[src/rtl/usb_hid_kbd_event_fifo.sv]
// Keyboard report differ: turns successive HID boot reports into make/break usage events in a FWFT FIFO.
// Define KBD_EVT_MODIFIER_EN to also scan the eight modifier bits (usages 0xE0-0xE7).
module usb_hid_kbd_event_fifo #(
   parameter int DEPTH_LOG2 = 4
) (
   input  logic                  wb_clk,
   input  logic                  sys_rst_n,
   input  logic                  rpt_stb,
   input  logic [7:0]            rpt_modifiers,
   input  logic [7:0]            rpt_key1,
   input  logic [7:0]            rpt_key2,
   input  logic [7:0]            rpt_key3,
   input  logic [7:0]            rpt_key4,
   input  logic                  conn_clr,
   input  logic                  evt_pop,
   output logic                  evt_valid,
   output logic [8:0]            evt_data,
   output logic [DEPTH_LOG2:0]   evt_count,
   output logic                  evt_ovf,
   input  logic                  ovf_clr
);
`ifdef KBD_EVT_MODIFIER_EN
   localparam int NSLOT = 12;
`else
   localparam int NSLOT = 4;
`endif
   localparam int IDX_W = $clog2(NSLOT);
   localparam int DEPTH = 1 << DEPTH_LOG2;

   typedef enum logic [1:0] {S_IDLE, S_BRK, S_MAK, S_COMMIT} state_e;

   state_e                 state_q, state_d;
   logic [IDX_W-1:0]       idx_q, idx_d;
   logic [7:0]             cur_q  [NSLOT], cur_d  [NSLOT];
   logic [7:0]             prev_q [NSLOT], prev_d [NSLOT];
   logic [7:0]             pend_q [NSLOT], pend_d [NSLOT];
   logic                   pend_full_q, pend_full_d;
   logic [7:0]             rpt_slots [NSLOT];
   logic                   rollover;

   always_comb begin
      rpt_slots[0] = rpt_key1;
      rpt_slots[1] = rpt_key2;
      rpt_slots[2] = rpt_key3;
      rpt_slots[3] = rpt_key4;
`ifdef KBD_EVT_MODIFIER_EN
      for (int b = 0; b < 8; b++)
         rpt_slots[4+b] = rpt_modifiers[b] ? (8'hE0 + 8'(b)) : 8'h00;
`endif
   end
`ifndef KBD_EVT_MODIFIER_EN
   logic unused_mods;
   assign unused_mods = ^rpt_modifiers;
`endif

   // 0x01 in any key slot is the keyboard's phantom/rollover report
   assign rollover = (rpt_key1 == 8'h01) || (rpt_key2 == 8'h01) ||
                     (rpt_key3 == 8'h01) || (rpt_key4 == 8'h01);

   // Scan: BRK walks prev looking for usages gone from cur, MAK the reverse
   logic [7:0] scan_u, self_u, oth_u;
   logic       scan_hit, scan_dup, push;
   logic [8:0] push_data;

   always_comb begin
      scan_u   = (state_q == S_MAK) ? cur_q[idx_q] : prev_q[idx_q];
      scan_hit = 1'b0;
      scan_dup = 1'b0;
      self_u   = 8'h00;
      oth_u    = 8'h00;
      for (int i = 0; i < NSLOT; i++) begin
         self_u = (state_q == S_MAK) ? cur_q[i]  : prev_q[i];
         oth_u  = (state_q == S_MAK) ? prev_q[i] : cur_q[i];
         if (oth_u == scan_u) scan_hit = 1'b1;
         if ((IDX_W'(i) < idx_q) && (self_u == scan_u)) scan_dup = 1'b1;
      end
      push      = ((state_q == S_BRK) || (state_q == S_MAK)) &&
                  (scan_u != 8'h00) && !scan_hit && !scan_dup;
      push_data = {state_q == S_BRK, scan_u};
   end

   always_comb begin
      state_d     = state_q;
      idx_d       = idx_q;
      cur_d       = cur_q;
      prev_d      = prev_q;
      pend_d      = pend_q;
      pend_full_d = pend_full_q;
      case (state_q)
         S_IDLE: if (pend_full_q) begin
            cur_d       = pend_q;
            pend_full_d = 1'b0;
            idx_d       = '0;
            state_d     = S_BRK;
         end
         S_BRK: begin
            idx_d = idx_q + 1'b1;
            if (idx_q == IDX_W'(NSLOT-1)) begin
               idx_d   = '0;
               state_d = S_MAK;
            end
         end
         S_MAK: begin
            idx_d = idx_q + 1'b1;
            if (idx_q == IDX_W'(NSLOT-1)) begin
               idx_d   = '0;
               state_d = S_COMMIT;
            end
         end
         default: begin
            prev_d  = cur_q;
            state_d = S_IDLE;
         end
      endcase
      // Newest report always wins the pending slot, even over a same-cycle load
      if (rpt_stb && !rollover) begin
         pend_d      = rpt_slots;
         pend_full_d = 1'b1;
      end
      if (conn_clr) begin
         state_d     = S_IDLE;
         idx_d       = '0;
         pend_full_d = 1'b0;
         for (int i = 0; i < NSLOT; i++) begin
            prev_d[i] = 8'h00;
            pend_d[i] = 8'h00;
         end
      end
   end

   always_ff @(posedge wb_clk or negedge sys_rst_n) begin
      if (!sys_rst_n) begin
         state_q     <= S_IDLE;
         idx_q       <= '0;
         pend_full_q <= 1'b0;
         for (int i = 0; i < NSLOT; i++) begin
            cur_q[i]  <= 8'h00;
            prev_q[i] <= 8'h00;
            pend_q[i] <= 8'h00;
         end
      end else begin
         state_q     <= state_d;
         idx_q       <= idx_d;
         pend_full_q <= pend_full_d;
         cur_q       <= cur_d;
         prev_q      <= prev_d;
         pend_q      <= pend_d;
      end
   end

   // FIFO
   logic [8:0]            evt_mem [DEPTH];
   logic [DEPTH_LOG2-1:0] wr_q, wr_d, rd_q, rd_d;
   logic [DEPTH_LOG2:0]   count_q, count_d;
   logic                  ovf_q, ovf_d;
   logic                  full, pop_ok, push_ok;

   assign full    = (count_q == (DEPTH_LOG2+1)'(DEPTH));
   assign pop_ok  = evt_pop && (count_q != '0);
   assign push_ok = push && !conn_clr && (!full || pop_ok);

   always_comb begin
      wr_d    = wr_q;
      rd_d    = rd_q;
      count_d = count_q;
      ovf_d   = ovf_q;
      if (push_ok) wr_d = wr_q + 1'b1;
      if (pop_ok)  rd_d = rd_q + 1'b1;
      if (push_ok && !pop_ok)      count_d = count_q + 1'b1;
      else if (!push_ok && pop_ok) count_d = count_q - 1'b1;
      if (ovf_clr) ovf_d = 1'b0;
      if (push && !conn_clr && full && !pop_ok) ovf_d = 1'b1;
      if (conn_clr) begin
         wr_d    = '0;
         rd_d    = '0;
         count_d = '0;
      end
   end

   always_ff @(posedge wb_clk or negedge sys_rst_n) begin
      if (!sys_rst_n) begin
         wr_q    <= '0;
         rd_q    <= '0;
         count_q <= '0;
         ovf_q   <= 1'b0;
      end else begin
         wr_q    <= wr_d;
         rd_q    <= rd_d;
         count_q <= count_d;
         ovf_q   <= ovf_d;
      end
   end

   always_ff @(posedge wb_clk) begin
      if (push_ok) evt_mem[wr_q] <= push_data;
   end

   assign evt_valid = (count_q != '0);
   assign evt_data  = evt_valid ? evt_mem[rd_q] : 9'h000;
   assign evt_count = count_q;
   assign evt_ovf   = ovf_q;
endmodule

[config.mk]
export PLATFORM = sky130hd
export DESIGN_NAME = usb_hid_kbd_event_fifo
export DESIGN_NICKNAME = d
export VERILOG_FILES = /design/src/rtl/usb_hid_kbd_event_fifo.sv
export SDC_FILE = /design/constraint.sdc
export NUM_CORES = 1
export LEC_CHECK = 0
export ABC_AREA = 1
export CORE_MARGIN = 3
export CORE_UTILIZATION = 25
export CTS_CLUSTER_SIZE = 14
export DETAILED_ROUTE_END_ITERATION = 6
export GPL_TIMING_DRIVEN = 0
export PLACE_DENSITY = 0.48
export SKIP_CTS_REPAIR_TIMING = 1
export SYNTH_ARGS = -nofsm -noshare
export SYNTH_HDL_FRONTEND = slang
export SYNTH_SLANG_ARGS = --single-unit
[constraint.sdc]
create_clock -name wb_clk -period 4.92 [get_ports wb_clk]
set_clock_uncertainty 0.2 [all_clocks]
set_input_delay 0.984 -clock wb_clk [delete_from_list [all_inputs] [get_ports wb_clk]]
set_output_delay 0.984 -clock wb_clk [all_outputs]
set_load 0.05 [all_outputs]
# ---- Word level (Yosys, flattened, before mapping)
# Memory sizes are Yosys's and may differ from the RTL's.
# Cells that the tools add are included.
dict set report totals {
  word_cells 144
  in_bits 46
  register_bits 115
  mem_count 1
  mem_bits_rw 144
  output_inout_bits 16
}
# memory words width read_ports rd_clocked_by_memory_dff wr line_no
set memory_table {}
lappend memory_table {evt_mem 16 9 1 0 1 152} ;# logic [8:0] evt_mem [DEPTH];
dict set report op_classes {
  muxes 51
  bitwise 1
  order_cmp 5
  reduce_logical 42
  n_addsub 5
  eq_ne 20
}
# operator n
set ops {}
lappend ops {{$mux W32} 4}
lappend ops {{$mux W8} 13}
lappend ops {{$eq A8 B8 Y1} 8}
lappend ops {{$bmux W8 S2} 2}
lappend ops {{$eq A8 B1 Y1 const B} 4}
lappend ops {{$mux W4} 4}
lappend ops {{$logic_and A1 B1 Y1} 15}
lappend ops {{$mux W1} 15}
lappend ops {{$mux W5} 3}
lappend ops {{$mux W2} 7}
lappend ops {{$mux W9} 1}
lappend ops {{$reduce_bool A3 Y1} 3}
lappend ops {{$add A4 B1 Y4 const B} 2}
lappend ops {{$reduce_bool A2 Y1} 4}
lappend ops {{$reduce_bool A8 Y1} 1}
lappend ops {{$logic_not A1 Y1} 7}
lappend ops {{$ne A3 B2 Y1 const B} 2}
lappend ops {{$pmux W2 S3} 1}
lappend ops {{$add A5 B1 Y5 const B} 1}
lappend ops {{$eq A5 B5 Y1 const B} 1}
lappend ops {{$logic_or A1 B1 Y1} 5}
lappend ops {{$reduce_bool A5 Y1} 1}
lappend ops {{$sub A5 B1 Y5 const B} 1}
lappend ops {{$eq A2 B2 Y1 const B} 2}
lappend ops {{14 further kinds} 17}

# ---- Depth between registers and ports, before layout
dict set report logic_depth {
  word_depth 20
  ltp_mapped 23
  depth_no_buf 21
}

# ---- Worst setup path before layout
# Ideal clock, no wire load.
dict set report synth_path {
  path_type {register -> register}
  start {reg count_q[0], in the netlist evt_count[0]}
  end {reg count_q[4], in the netlist evt_count[4]}
  setup_time_ns 0.119
  path_stages_with_launch 13
  t_required_ns 4.601
  path_buffers 0
  period_less_slack_ns 3.289
  slack_ns 1.631
  arrival_time_ns 2.970
  cell_sequence {dfrtp_1 -> nor4_1 -> inv_1 -> nor2_2 -> inv_1 -> nand2_1 -> nand4_4 -> ha_1 -> a21o_1 -> a31oi_1 -> nand3_1 -> nand3_1 -> nand2_1}
}
dict set report synth_between {
  elab_chain_cells 7
  word_cells_on_any_way 16
  classes_between {add/sub: 2; eq/ne: 1; mux: 3; reduce/logical: 10}
}
# element line_no
set synth_lines {}
lappend synth_lines {{from (decl)} 154} ;# logic [DEPTH_LOG2:0] count_q, count_d;
lappend synth_lines {{from (signal assigned)} 189} ;# count_q <= count_d;
lappend synth_lines {{$reduce_bool A5 Y1 (*)} -}
lappend synth_lines {{named net evt_valid} 16} ;# output logic evt_valid,
lappend synth_lines {{$logic_and A1 B1 Y1 (*)} 159} ;# assign pop_ok = evt_pop && (count_q != '0);
lappend synth_lines {{$logic_or A1 B1 Y1} 160} ;# assign push_ok = push && !conn_clr && (!full || pop_ok);
lappend synth_lines {{$logic_and A1 B1 Y1} 160}
lappend synth_lines {{$logic_and A1 B1 Y1 or $logic_not A1 Y1 (tied branches)} {169, 170}}
lappend synth_lines {{$mux W5 or $logic_and A1 B1 Y1 (tied branches)} {169, 170}}
lappend synth_lines {{$mux W5 or $reduce_bool A3 Y1 (tied branches)} -}
# The timed path passes the listed nets; every way through them passes the cells marked *. The select of a mux whose other input is x is not followed.
# A chain may end at the register's enable or synchronous reset.

# ---- Worst setup path in the final report
dict set report layout_path {
  start {reg rd_q[1]}
  end {out evt_data[3]}
}
dict set report layout_between {
  elab_chain_cells 2
}
# element line_no
set layout_lines {}
lappend layout_lines {{from (decl)} 153} ;# logic [DEPTH_LOG2-1:0] wr_q, wr_d, rd_q, rd_d;
lappend layout_lines {{from (signal assigned)} 188} ;# rd_q <= rd_d;
lappend layout_lines {{$mem_v2 Z16 W9} -}
lappend layout_lines {{$mux W9} 199} ;# assign evt_data = evt_valid ? evt_mem[rd_q] : 9'h000;
lappend layout_lines {{to (decl)} 17} ;# output logic [8:0] evt_data,
# No other way between the ends.

==> results.md <==
* Outcome: completed
* Io pins at 62
* Post-Route WL at 40.0 mm
* Fmax at 0.211 GHz
* CTS tree: built
* Min Hold Slack at 0.198 ns
* Final Critical Period at 4.75 ns
* Most used DFF post-synth: edfxtp_1
* Most frequent cells in the layout: nand2_1 (261), o21ai_0 (182), inv_1 (161), edfxtp_1 (144), nor2_1 (131)
* RSZ-0062 raised after global routing: no
* Die area at 54200 um^2
* Max Cap Viol at 0
* N_diodes at 0
* Asr flop ratio synth at between 40 and 50%
* Crit start category: register
* WS Path Type: reg -> out
* Residual DRC at 0
* Antenna Nets Post-Route at 0
* Yosys cell types at 45
* Routability cong. at roughly 0.9
* Core area at 50500 um^2
* Worst EP required at 3.74 ns
* Core Rows at 82
* Worst setup EP type: primary output
* Gr usage total at 14.7%
* Avg Cell Area, Syn at 9.24 um^2
* Vias in the first global route at just over 10k
* Yosys Warn Count at 0
* Peak supply drop at between 0.0002 and 0.0003 V
* Pre-Repair DR Iteration Count at 5
* Final HPWL DP at 28.3 mm
* Clk slew on worst S/H paths at 0.06 ns
* Crit path cell chain: clkbuf_1 -> clkbuf_1 -> o21ai_0 -> o221ai_1 -> nand3_1 -> a21oi_1 -> clkdlybuf4s50_1
* Antenna violations before repair at 0
* WP data arrival at 3.56 ns
* Cell Pwr Density at 632 nW/um^2
* CTS Buf Count at 29
* Number of synthesized register bits at 259
* GR Overflow Total at 0
* Hold Vio Cnt, Final at 0
* Sequential share of the synthesized area at between 50 and 60%
* CTS root buf: clkbuf_16
* Post-Syn Area at 12900 um^2
* # port buffers at 53
* Number of nets in the layout at 1540
* Syn Inst Count at 1392
* Layout Utilization at 30.1%
* Syn nets at 1455
* Layout cells sized above 1 at 7.87%
* Routed len/inst at 18.4 um
* Min-delay worst type: in -> async
* Least-Margin Pin Slew at around 1.1 ns
* Max incr delay on CP at roughly 0.88 ns
* Num Clock Sinks at 259
* Area Overhead vs Synth at 18.2%
* Via count at 10.1k
* Final setup viols at 0
* Largest driver fanout on the critical path at 10
* P_leak at approximately 6.1 nW
* Worst-skew pair later-pin latency at 0.58 ns
* Starting DRT DRC Count at around 840
* Worst R2R Path Depth at 16
* CP dominant cell by count: clkbuf_1
* First-pass GRT wire length at 61.1 mm
* Pins Over Slew Limit at 0
* Clock Tree Buf Depth at 3
* Rel. slew slack at between 20 and 30%
* Die Wd at 233 um
* # H-tree levels at 1
* Starting density of the core at 25.5%
* Largest net degree at the start of global routing at 66
* Tcrit/Tclk final at 96.5%
* CP max stage cell: clkdlybuf4s50_1
* Die Y at 233 um
* Commonest non-fill, non-tap cell in the layout: nand2_1
* Vias/cell at between 4 and 5
* EDFF count, synth at 144
logic make-up (layout without fill, tap and decap cells):
kind of cell | count (synthesis) | in the layout | synth area share [%]
and+or+nand+nor | 542 | 542 | 19.0
adders and majority gates | 17 | 17 | 1.71
DFF | 259 | 259 | 56.0
buffers and inverters | 245 | 352 | 7.92
xor gates and xnor gates | 26 | 26 | 1.77
AOI/OAI and AO/OA | 303 | 303 | 13.5
per-layer routing:
metal | global-route usage (%) | share of wire [%]
met5 | 0 | 0
met4 | 4.46 | 3.0
met3 | 2.03 | 5.5
met1 | 20.3 | 46
met2 | 23.9 | 45
synthesized netlist by cell type, types with 3 or more instances:
cell type | n | area, um^2
o22ai_1 | 65 | 407
nor2_1 | 131 | 492
o21a_1 | 4 | 30.0
ha_1 | 16 | 200
xor2_1 | 23 | 201
nand2_4 | 8 | 90.1
o21ai_0 | 182 | 911
nor3_1 | 3 | 15.0
inv_2 | 10 | 37.5
nand4_1 | 9 | 56.3
nand3b_1 | 8 | 60.1
nand3_1 | 91 | 455
xnor2_1 | 3 | 26.3
nand2_1 | 261 | 980
inv_1 | 161 | 604
o221ai_1 | 29 | 254
edfxtp_1 | 144 | 4320
nand3_2 | 17 | 170
buf_6 | 6 | 67.6
nor4_1 | 3 | 18.8
clkbuf_1 | 48 | 180
buf_2 | 11 | 55.1
nand2_2 | 3 | 18.8
dfrtp_1 | 115 | 2880
a21oi_1 | 15 | 75.1
state kept, by name, indices dropped and copies added (netlist names):
| register | count |
|---|---|
| pend_full_q | 1 |
| pend_q | 32 |
| state_q | 2 |
| evt_count | 5 |
| rd_q | 4 |
| idx_q | 2 |
| evt_ovf | 1 |
| evt_mem | 144 |
| cur_q | 32 |
| prev_q | 32 |
| wr_q | 4 |
through the flow:
step / instances / TNS (ns) / area [um^2] / total power, mW / setup WS, ns
floorplan: 1392 / 0 / 12900 / 5.99 / 1.63
finish: 2171 / 0 / 15200 / 9.60 / 0.174
detailed placement: 2118 / 0 / 14300 / 7.45 / 0.513
CTS: 2171 / -0.212 / 15200 / 9.66 / -0.0684
global placement: 2117 / -272.21 / 14200 / 7.43 / -2.38
global route: 2171 / 0 / 15200 / 10.3 / 0.0469
where the power goes:
| part | leakage [nW] | switching [mW] | internal, mW |
|---|---|---|---|
| Clock | 0.463 | 0.915 | 1.26 |
| Sequential | 2.86 | 0.219 | 2.84 |
| Combinational | 2.81 | 3.08 | 1.29 |
| Total | 6.14 | 4.21 | 5.39 |
critical path: cells and delay by family (launching register included):
family                 cells  cell delay, ns
AOI/OAI and AO/OA          3            0.78
buffers and inverters      3            1.71
DFF                        1            0.37
and+or+nand+nor            1            0.11
worst paths after layout:
kind,endpoint,slack [ns],startpoint
worst min register to register,cur_q[6],0.28,cur_q[6]
min in group wb_clk,cur_q[6],0.28,cur_q[6]
worst min-delay path,pend_q[27],0.20,sys_rst_n
max in group asynchronous,pend_q[6],3.60,sys_rst_n
worst max-delay path,evt_data[3],0.17,rd_q[1]
worst max register to register,evt_mem[4][3],0.63,idx_q[1]
final cells by class:
class | instances | area, um^2
sequential | 259 | 7200
clock buffer | 43 | 818
buffer | 71 | 359
clock inverter | 10 | 124
fill | 5369 | 35300
inverter | 174 | 663
multi-input combinational | 888 | 4640
timing repair buffer | 54 | 559
tap | 672 | 841
(Power assumes the default switching activity.)
